File: src/rtl/pc_ir_unit.sv
// Multicycle datapath front end: program counter, instruction register, memory data
// register, memory address select, instruction field decode and fetch bookkeeping.
module pc_ir_unit #(
    parameter logic [31:0] RESET_PC = 32'h0000_0000
) (
    input  logic        clk,
    input  logic        rst_n,
    input  logic        PCWrite,
    input  logic        Branch,
    input  logic        PCSrc,
    input  logic        IRWrite,
    input  logic        lorD,
    input  logic        Zero,
    input  logic [31:0] ALUResult,
    input  logic [31:0] ALUOut,
    input  logic [31:0] MemRdData,
    output logic [31:0] MemAddr,
    output logic [31:0] PC,
    output logic [31:0] Instr,
    output logic [5:0]  Op,
    output logic [5:0]  Funct,
    output logic [4:0]  Rs,
    output logic [4:0]  Rt,
    output logic [4:0]  Rd,
    output logic [31:0] SignImm,
    output logic [31:0] Data,
    output logic [31:0] InstrCount,
    output logic        PCMisalign
);

    logic        pc_en;
    logic [31:0] pc_next;
    logic        pc_next_aligned;

    logic [31:0] pc_q;
    logic [31:0] instr_q;
    logic [31:0] data_q;
    logic [31:0] instr_count;
    logic        misalign_q;

    assign pc_en           = PCWrite | (Branch & Zero);
    assign pc_next         = PCSrc ? ALUOut : ALUResult;
    assign pc_next_aligned = (pc_next[1:0] == 2'b00);

    // rst_n is active-high despite its name; it keeps the name used elsewhere in the codebase.
    always_ff @(posedge clk) begin
        if (rst_n) begin
            pc_q        <= RESET_PC;
            instr_q     <= 32'h0;
            data_q      <= 32'h0;
            instr_count <= 32'h0;
            misalign_q  <= 1'b0;
        end else begin
            if (pc_en) begin
                if (pc_next_aligned) begin
                    pc_q <= pc_next;
                end else begin
                    misalign_q <= 1'b1;
                end
            end
            if (IRWrite) begin
                instr_q     <= MemRdData;
                instr_count <= instr_count + 32'd1;
            end
            data_q <= MemRdData;
        end
    end

    // The address uses the registered PC, so a fetch in the same cycle as a PC update reads the old PC.
    assign MemAddr = lorD ? ALUOut : pc_q;

    assign PC         = pc_q;
    assign Instr      = instr_q;
    assign Data       = data_q;
    assign InstrCount = instr_count;
    assign PCMisalign = misalign_q;

    assign Op      = instr_q[31:26];
    assign Rs      = instr_q[25:21];
    assign Rt      = instr_q[20:16];
    assign Rd      = instr_q[15:11];
    assign Funct   = instr_q[5:0];
    assign SignImm = {{16{instr_q[15]}}, instr_q[15:0]};

endmodule

File: config.mk
export PLATFORM = sky130hd
export DESIGN_NAME = pc_ir_unit
export DESIGN_NICKNAME = d
export VERILOG_FILES = /design/src/rtl/pc_ir_unit.sv
export SDC_FILE = /design/constraint.sdc
export NUM_CORES = 1
export LEC_CHECK = 0
export CAP_MARGIN = 20
export CORE_ASPECT_RATIO = 0.7
export CORE_MARGIN = 2
export CORE_UTILIZATION = 40
export DETAILED_ROUTE_END_ITERATION = 8
export PLACE_DENSITY = 0.92
export SLEW_MARGIN = 20
export SYNTH_ARGS = -nofsm -noshare
export SYNTH_HDL_FRONTEND = slang
export SYNTH_SLANG_ARGS = --single-unit
File: constraint.sdc
create_clock -name clk -period 4.6 [get_ports clk]
set_input_delay 1.15 -clock clk [delete_from_list [all_inputs] [get_ports clk]]
set_output_delay 1.15 -clock clk [all_outputs]
set_load 0.05 [all_outputs]
==> results of run 1 <==
==> stage by stage <==
step | worst slack, ns | area (um2) | util, % | hold slack [ns] | instances
3_5_place_dp | 0.861 | 8950 | 64.1 | 0.487 | 1011
3_3_place_gp | 0.894 | 8950 | 64.1 | 0.479 | 1011
2_1_floorplan | 1.29 | 5740 | - | 0.712 | 590
5_1_grt | 0.833 | 9580 | 68.6 | 0.524 | 1043
4_1_cts | 0.882 | 9580 | 68.6 | 0.494 | 1043
6_report | 0.871 | 9580 | 68.6 | 0.495 | 1043
==> flip-flops by register name, summed over array words and instances, names as in the netlist <==
name,flops
Data,32
Instr,32
InstrCount,32
PC,32
PCMisalign,1
==> cell usage in the layout, fill, tap and decap left out, drive strengths merged, types with 4 or more instances in the layout <==
cell,synthesis,layout
xnor2,6,6
dfxtp,129,129
or3,5,5
and4,4,4
nor4,6,6
nor2b,37,37
buf,72,40
mux2i,63,63
a211oi,30,30
or4,11,11
nand4,10,10
clkbuf,25,22
inv,4,6
a21oi,16,16
nand2,10,10
nor2,83,83
nand3,10,10
clkdlybuf4s50,0,288
o31ai,10,10
xor2,6,6
mux2,37,37
==> cell type report <==
class / instances / area, um2 / share of cell area (%)
multi-input cells: 360 / 2550 / 26.6
clock buffers: 22 / 484 / 5.05
well taps: 190 / 238 / 2.48
flip-flops and latches: 129 / 2580 / 27.0
clock inverters: 10 / 148 / 1.54
repair buffers: 328 / 3570 / 37.2
inverters: 4 / 15.0 / 0.157
==> worst min-delay path: cells and delay by family (launching register included) <==
kind,cells,cell delay [ns]
flip-flops,1,0.33
AO/OA/AOI/OAI,2,0.12
==> per-layer routing <==
layer  track usage, %  vias up
met5                0        -
met4             5.91        0
met3             7.24       20
met2             38.7      167
met1             27.5     2430
li1                 -     2501
==> worst max-delay path by stage <==
stage / to / slack [ns] / cells past startpoint
floorplan: MemAddr[10] / 1.29 / 3
global placement: MemAddr[2] / 0.89 / 4
detailed placement: PC[14]$_SDFFE_PP0P_ / 0.86 / 6
CTS: MemAddr[16] / 0.88 / 4
global route: MemAddr[2] / 0.83 / 4
finish: MemAddr[2] / 0.87 / 4
==> kinds of logic after synthesis <==
group | Yosys count
buffers and inverters | 101
and+or+nand+nor | 186
adders and majority gates | 1
xor gates and xnor gates | 12
muxes | 100
DFF | 129
AOI/OAI and AO/OA | 61
==> power breakdown <==
part           switching, mW  internal (mW)  total (mW)  leakage, nW
combinational          0.538          0.367       0.905         2.30
clock                  0.499          0.917        1.42        0.300
sequential            0.0436           1.17        1.21         1.06
total                   1.08           2.45        3.53         3.66
==> impl_metrics.env, run 1 <==
export IMPL_status="completed"
export IMPL_fp_row_count=36
export IMPL_synthMuxAreaShare_pct=18.2
export IMPL_yosysMostFrequentCell="dfxtp_1"
export IMPL_cts_buffer_depth=2
export IMPL_synth_nets=695
export IMPL_critPathLaunch="lorD"
export IMPL_root_buffer="clkbuf_16"
export IMPL_syn_avg_cell_area_um2=9.73
export IMPL_insertion_delay_ns=0.40
export IMPL_detail_route_iter0_violations=195
export IMPL_finalCriticalPeriod_ns=3.73
export IMPL_syn_cell_area_mm2=0.00574
export IMPL_yosys_warnings=0
export IMPL_rsz0062_at_grt="no"
export IMPL_r2r_end="InstrCount[29]$_SDFFE_PP0P_"
export IMPL_startpoint_type="input pin"
export IMPL_dieArea_mm2=0.0153
export IMPL_fin_crit_sh_pct=81.1
export IMPL_p_leak_nw=3.66
export IMPL_r2r_cells=4
export IMPL_area_growth_pct=66.9
export IMPL_grt_pass1_vias=5140
export IMPL_power_mw=3.53
export IMPL_antenna_cells=0
export IMPL_firstDrtPassIters=5
export IMPL_critPathMaxStageDelay_ns=0.45
export IMPL_synth_commonest_cells="dfxtp_1 (129), nor2_1 (83), mux2i_1 (63), buf_4 (59)"
export IMPL_power_density_mw_per_mm2=369
export IMPL_crit_buf_inv=3
export IMPL_end_kind="primary output"
export IMPL_r2r_start="InstrCount[3]$_SDFFE_PP0P_"
export IMPL_path_cells="clkdlybuf4s50_1, buf_4, mux2_2, buf_4"
export IMPL_htree_levels=4
export IMPL_reg2reg_slack_ns=2.26
export IMPL_globalplace_congestion=0.829
export IMPL_wire_per_inst_um=16.9
export IMPL_synthCells=590
export IMPL_core_mm2=0.0140
export IMPL_synth_seq_cells=129
export IMPL_finalSetupTns_ns=0
export IMPL_slew_viol_final=0
export IMPL_drc_errors=0
export IMPL_ys_types=35
export IMPL_critPathRequiredTime_ns=3.45
export IMPL_async_reset_ff_share_pct=0
export IMPL_layout_drive_gt1_share_pct=13.4
export IMPL_finalClockSkew_ns=0.00942
export IMPL_yosysTopAreaCell="dfxtp_1"
export IMPL_ant_nets=0
export IMPL_synth_edf_count=0
export IMPL_fillerInstances=1042
export IMPL_post_cts_buffers=0
export IMPL_boundaryPins=324
export IMPL_hold_depth=2
export IMPL_met2_length_um=9010
export IMPL_met1Wirelength_um=7260
export IMPL_via_per_inst=4.91
export IMPL_synth_compound_area_share_pct=7.28
export IMPL_critPathArrivalTime_ns=2.58
export IMPL_vias=5118
export IMPL_start_util_pct=41.1
export IMPL_hold_path_end="InstrCount[16]$_SDFFE_PP0P_"
export IMPL_clock_sinks=129
export IMPL_synth_fa_ha_area_share_pct=0.218
export IMPL_min_delay_start="InstrCount[16]$_SDFFE_PP0P_"
export IMPL_fp_dieW_um=147
export IMPL_grt_max_degree=88
export IMPL_chipHeight_um=104
export IMPL_grt_overflow=0
export IMPL_antenna_found_initial=0
export IMPL_cp_common_cell="buf_4"
export IMPL_final_net_count=945
export IMPL_hp_class="reg2reg"
export IMPL_max_slew_margin_pct=35.2
export IMPL_max_cap_violations=0
export IMPL_grt_first_pass_wirelength_um=27600
export IMPL_netlist_top_cells_area="dfxtp_1 (45%), mux2i_1 (11%), buf_4 (7.7%)"
export IMPL_crit_type="in2out"
export IMPL_yosysSeqAreaShare_pct=45.0
export IMPL_dpl_hpwl_um=13400
export IMPL_cts_hold_fix_buffers=0
export IMPL_cp_max_fo=32
export IMPL_vdd_drop_max_mv=0.259
export IMPL_hold_violations=0
export IMPL_track_usage_pct=22.6
export IMPL_cts_tree="built"
export IMPL_route_met3_wl_um=1180
export IMPL_wl_um=17700
export IMPL_synth_top_area_share_pct=45.0
export IMPL_crit_family="buffers and inverters"
export IMPL_setup_violations=0
export IMPL_cts_resized_gates=0
export IMPL_worst_slew_pin_slew_ns=0.973
export IMPL_ys_flop_type="dfxtp_1"
export IMPL_synth_top_family_by_area="multiplexers"
export IMPL_io_buffers=323
export IMPL_fmax_mhz=268
export IMPL_yosys_area_share_simple_pct=16.7
export IMPL_top_layer_used="met4"
export IMPL_worst_path_max_delay_cell="clkdlybuf4s50_1"
export IMPL_synthXorXnorAreaFrac_pct=1.83
export IMPL_clk_pin_slew_ns=0.06
export IMPL_numCtsBuffers=17
(Power assumes the default switching activity.)
==> run 2: changes to the inputs <==
CORE_UTILIZATION = 39   (was 40)
PLACE_DENSITY = 0.9   (was 0.92)
clock period = 3.88 ns   (was 4.6 ns; I/O delays follow)
==> run 2 against run 1 <==
Net effect: sequential cell count stayed put; global-route usage about the same; sequential share of layout area is 0.074 points lower; clock skew shrank 0.0035 ns; via count is 0.66% higher; critical path depth is the same; sequential power grew 19%; clock power is 18% higher; combinational power rose by 19%; critical endpoint is now MemAddr[13]; largest cell class unchanged; largest power group unchanged; highest routed layer unchanged.
==> impl_metrics.env, run 2 (same netlist as run 1, synthesis figures left out) <==
export IMPL_status="completed"
export IMPL_critPathRequiredTime_ns=2.91
export IMPL_max_slew_margin_pct=45.1
export IMPL_dpl_hpwl_um=13400
export IMPL_hp_class="reg2reg"
export IMPL_cts_hold_fix_buffers=0
export IMPL_rsz0062_at_grt="no"
export IMPL_r2r_end="InstrCount[31]$_SDFFE_PP0P_"
export IMPL_setup_violations=0
export IMPL_boundaryPins=324
export IMPL_finalCriticalPeriod_ns=3.38
export IMPL_root_buffer="clkbuf_16"
export IMPL_globalplace_congestion=0.828
export IMPL_p_leak_nw=3.67
export IMPL_slew_viol_final=0
export IMPL_start_util_pct=39.5
export IMPL_drc_errors=0
export IMPL_crit_type="in2out"
export IMPL_grt_pass1_vias=5161
export IMPL_grt_overflow=0
export IMPL_hold_violations=0
export IMPL_core_mm2=0.0145
export IMPL_dp_cells=1017
export IMPL_track_usage_pct=22.6
export IMPL_ant_nets=0
export IMPL_fin_area_mm2=0.00961
export IMPL_htree_levels=4
export IMPL_clk_pin_slew_ns=0.05
export IMPL_via_per_inst=4.92
export IMPL_antenna_cells=0
export IMPL_cts_tree="built"
export IMPL_grt_first_pass_wirelength_um=27900
export IMPL_insertion_delay_ns=0.40
export IMPL_fmax_mhz=296
export IMPL_worst_slew_pin_slew_ns=0.824
export IMPL_antenna_found_initial=0
export IMPL_critPathLaunch="lorD"
export IMPL_vdd_drop_max_mv=0.276
export IMPL_r2r_cells=4
export IMPL_numCtsBuffers=17
export IMPL_fp_dieW_um=149
export IMPL_end_kind="primary output"
export IMPL_r2r_start="InstrCount[3]$_SDFFE_PP0P_"
export IMPL_power_density_mw_per_mm2=436
export IMPL_path_cells="clkdlybuf4s50_1, buf_4, mux2_2, buf_12"
export IMPL_fillerInstances=1159
export IMPL_worst_path_max_delay_cell="clkdlybuf4s50_1"
export IMPL_detail_route_iter0_violations=231
export IMPL_dieArea_mm2=0.0157
export IMPL_critPathArrivalTime_ns=2.41
export IMPL_io_buffers=323
export IMPL_reg2reg_slack_ns=1.53
export IMPL_power_mw=4.19
export IMPL_post_cts_buffers=0
export IMPL_layout_drive_gt1_share_pct=13.2
export IMPL_final_common_cell="clkdlybuf4s50_1"
export IMPL_firstDrtPassIters=5
export IMPL_final_cell_mix="clkdlybuf4s50_1 (288), dfxtp_1 (129), nor2_1 (83)"
export IMPL_stdcell_count=1048
export IMPL_vias=5152
export IMPL_grt_max_degree=74
export IMPL_cp_max_fo=32
export IMPL_wire_per_inst_um=17.3
export IMPL_area_growth_pct=67.3
export IMPL_max_cap_violations=0
export IMPL_wl_um=18100
export IMPL_final_net_count=946
export IMPL_cts_resized_gates=0
export IMPL_chipHeight_um=106
export IMPL_finalClockSkew_ns=0.00589
export IMPL_cts_buffer_depth=2
export IMPL_fin_crit_sh_pct=87.1
export IMPL_endpoint="MemAddr[13]"
export IMPL_startpoint_type="input pin"
export IMPL_critPathMaxStageDelay_ns=0.45
export IMPL_place_area_mm2=0.00899
export IMPL_finalSetupTns_ns=0
export IMPL_fp_row_count=37
export IMPL_clock_sinks=129
run 2: metal layers:
metal,global-route usage (%),share of wire (%)
met3,7.53,7.0
met5,0,0
met1,27.5,41
met2,38.1,50
met4,6.80,1.9
run 2: power breakdown:
| group | internal (mW) | switching (mW) | leakage [nW] | total, mW |
|---|---|---|---|---|
| logic | 0.439 | 0.642 | 2.31 | 1.08 |
| clock network | 1.10 | 0.570 | 0.299 | 1.67 |
| registers | 1.39 | 0.0501 | 1.06 | 1.44 |
run 2: stage by stage:
step | hold slack [ns] | setup WS, ns | utilization [%]
floorplan | 0.712 | 0.927 | -
global placement | 0.480 | 0.548 | 61.8
detailed placement | 0.495 | 0.496 | 61.8
CTS | 0.502 | 0.496 | 66.1
global route | 0.514 | 0.451 | 66.1
finish | 0.499 | 0.499 | 66.1
run 2: layout make-up:
class | count | area (um2) | share of cell area [%]
timing repair buffer | 329 | 3600 | 37.5
sequential | 129 | 2580 | 26.9
multi-input combinational | 360 | 2550 | 26.5
clock buffer | 21 | 460 | 4.79
tap | 195 | 244 | 2.54
clock inverter | 10 | 159 | 1.65
inverter | 4 | 15.0 | 0.156
run 2: how the worst min path moves through the flow:
stage,slack (ns),cells after the start,startpoint,to
6_report,0.50,1,PC[0]$_SDFFE_PP0P_,PC[0]$_SDFFE_PP0P_
3_3_place_gp,0.48,2,InstrCount[30]$_SDFFE_PP0P_,InstrCount[30]$_SDFFE_PP0P_
5_1_grt,0.51,1,PC[0]$_SDFFE_PP0P_,PC[0]$_SDFFE_PP0P_
2_1_floorplan,0.71,2,InstrCount[16]$_SDFFE_PP0P_,InstrCount[16]$_SDFFE_PP0P_
3_5_place_dp,0.49,1,PC[0]$_SDFFE_PP0P_,PC[0]$_SDFFE_PP0P_
4_1_cts,0.50,1,PC[0]$_SDFFE_PP0P_,PC[0]$_SDFFE_PP0P_
run 2: worst max-delay path: cells and delay by family:
family / cells / cell delay, ns
buffers and inverters: 3 / 1.00
muxes: 1 / 0.43
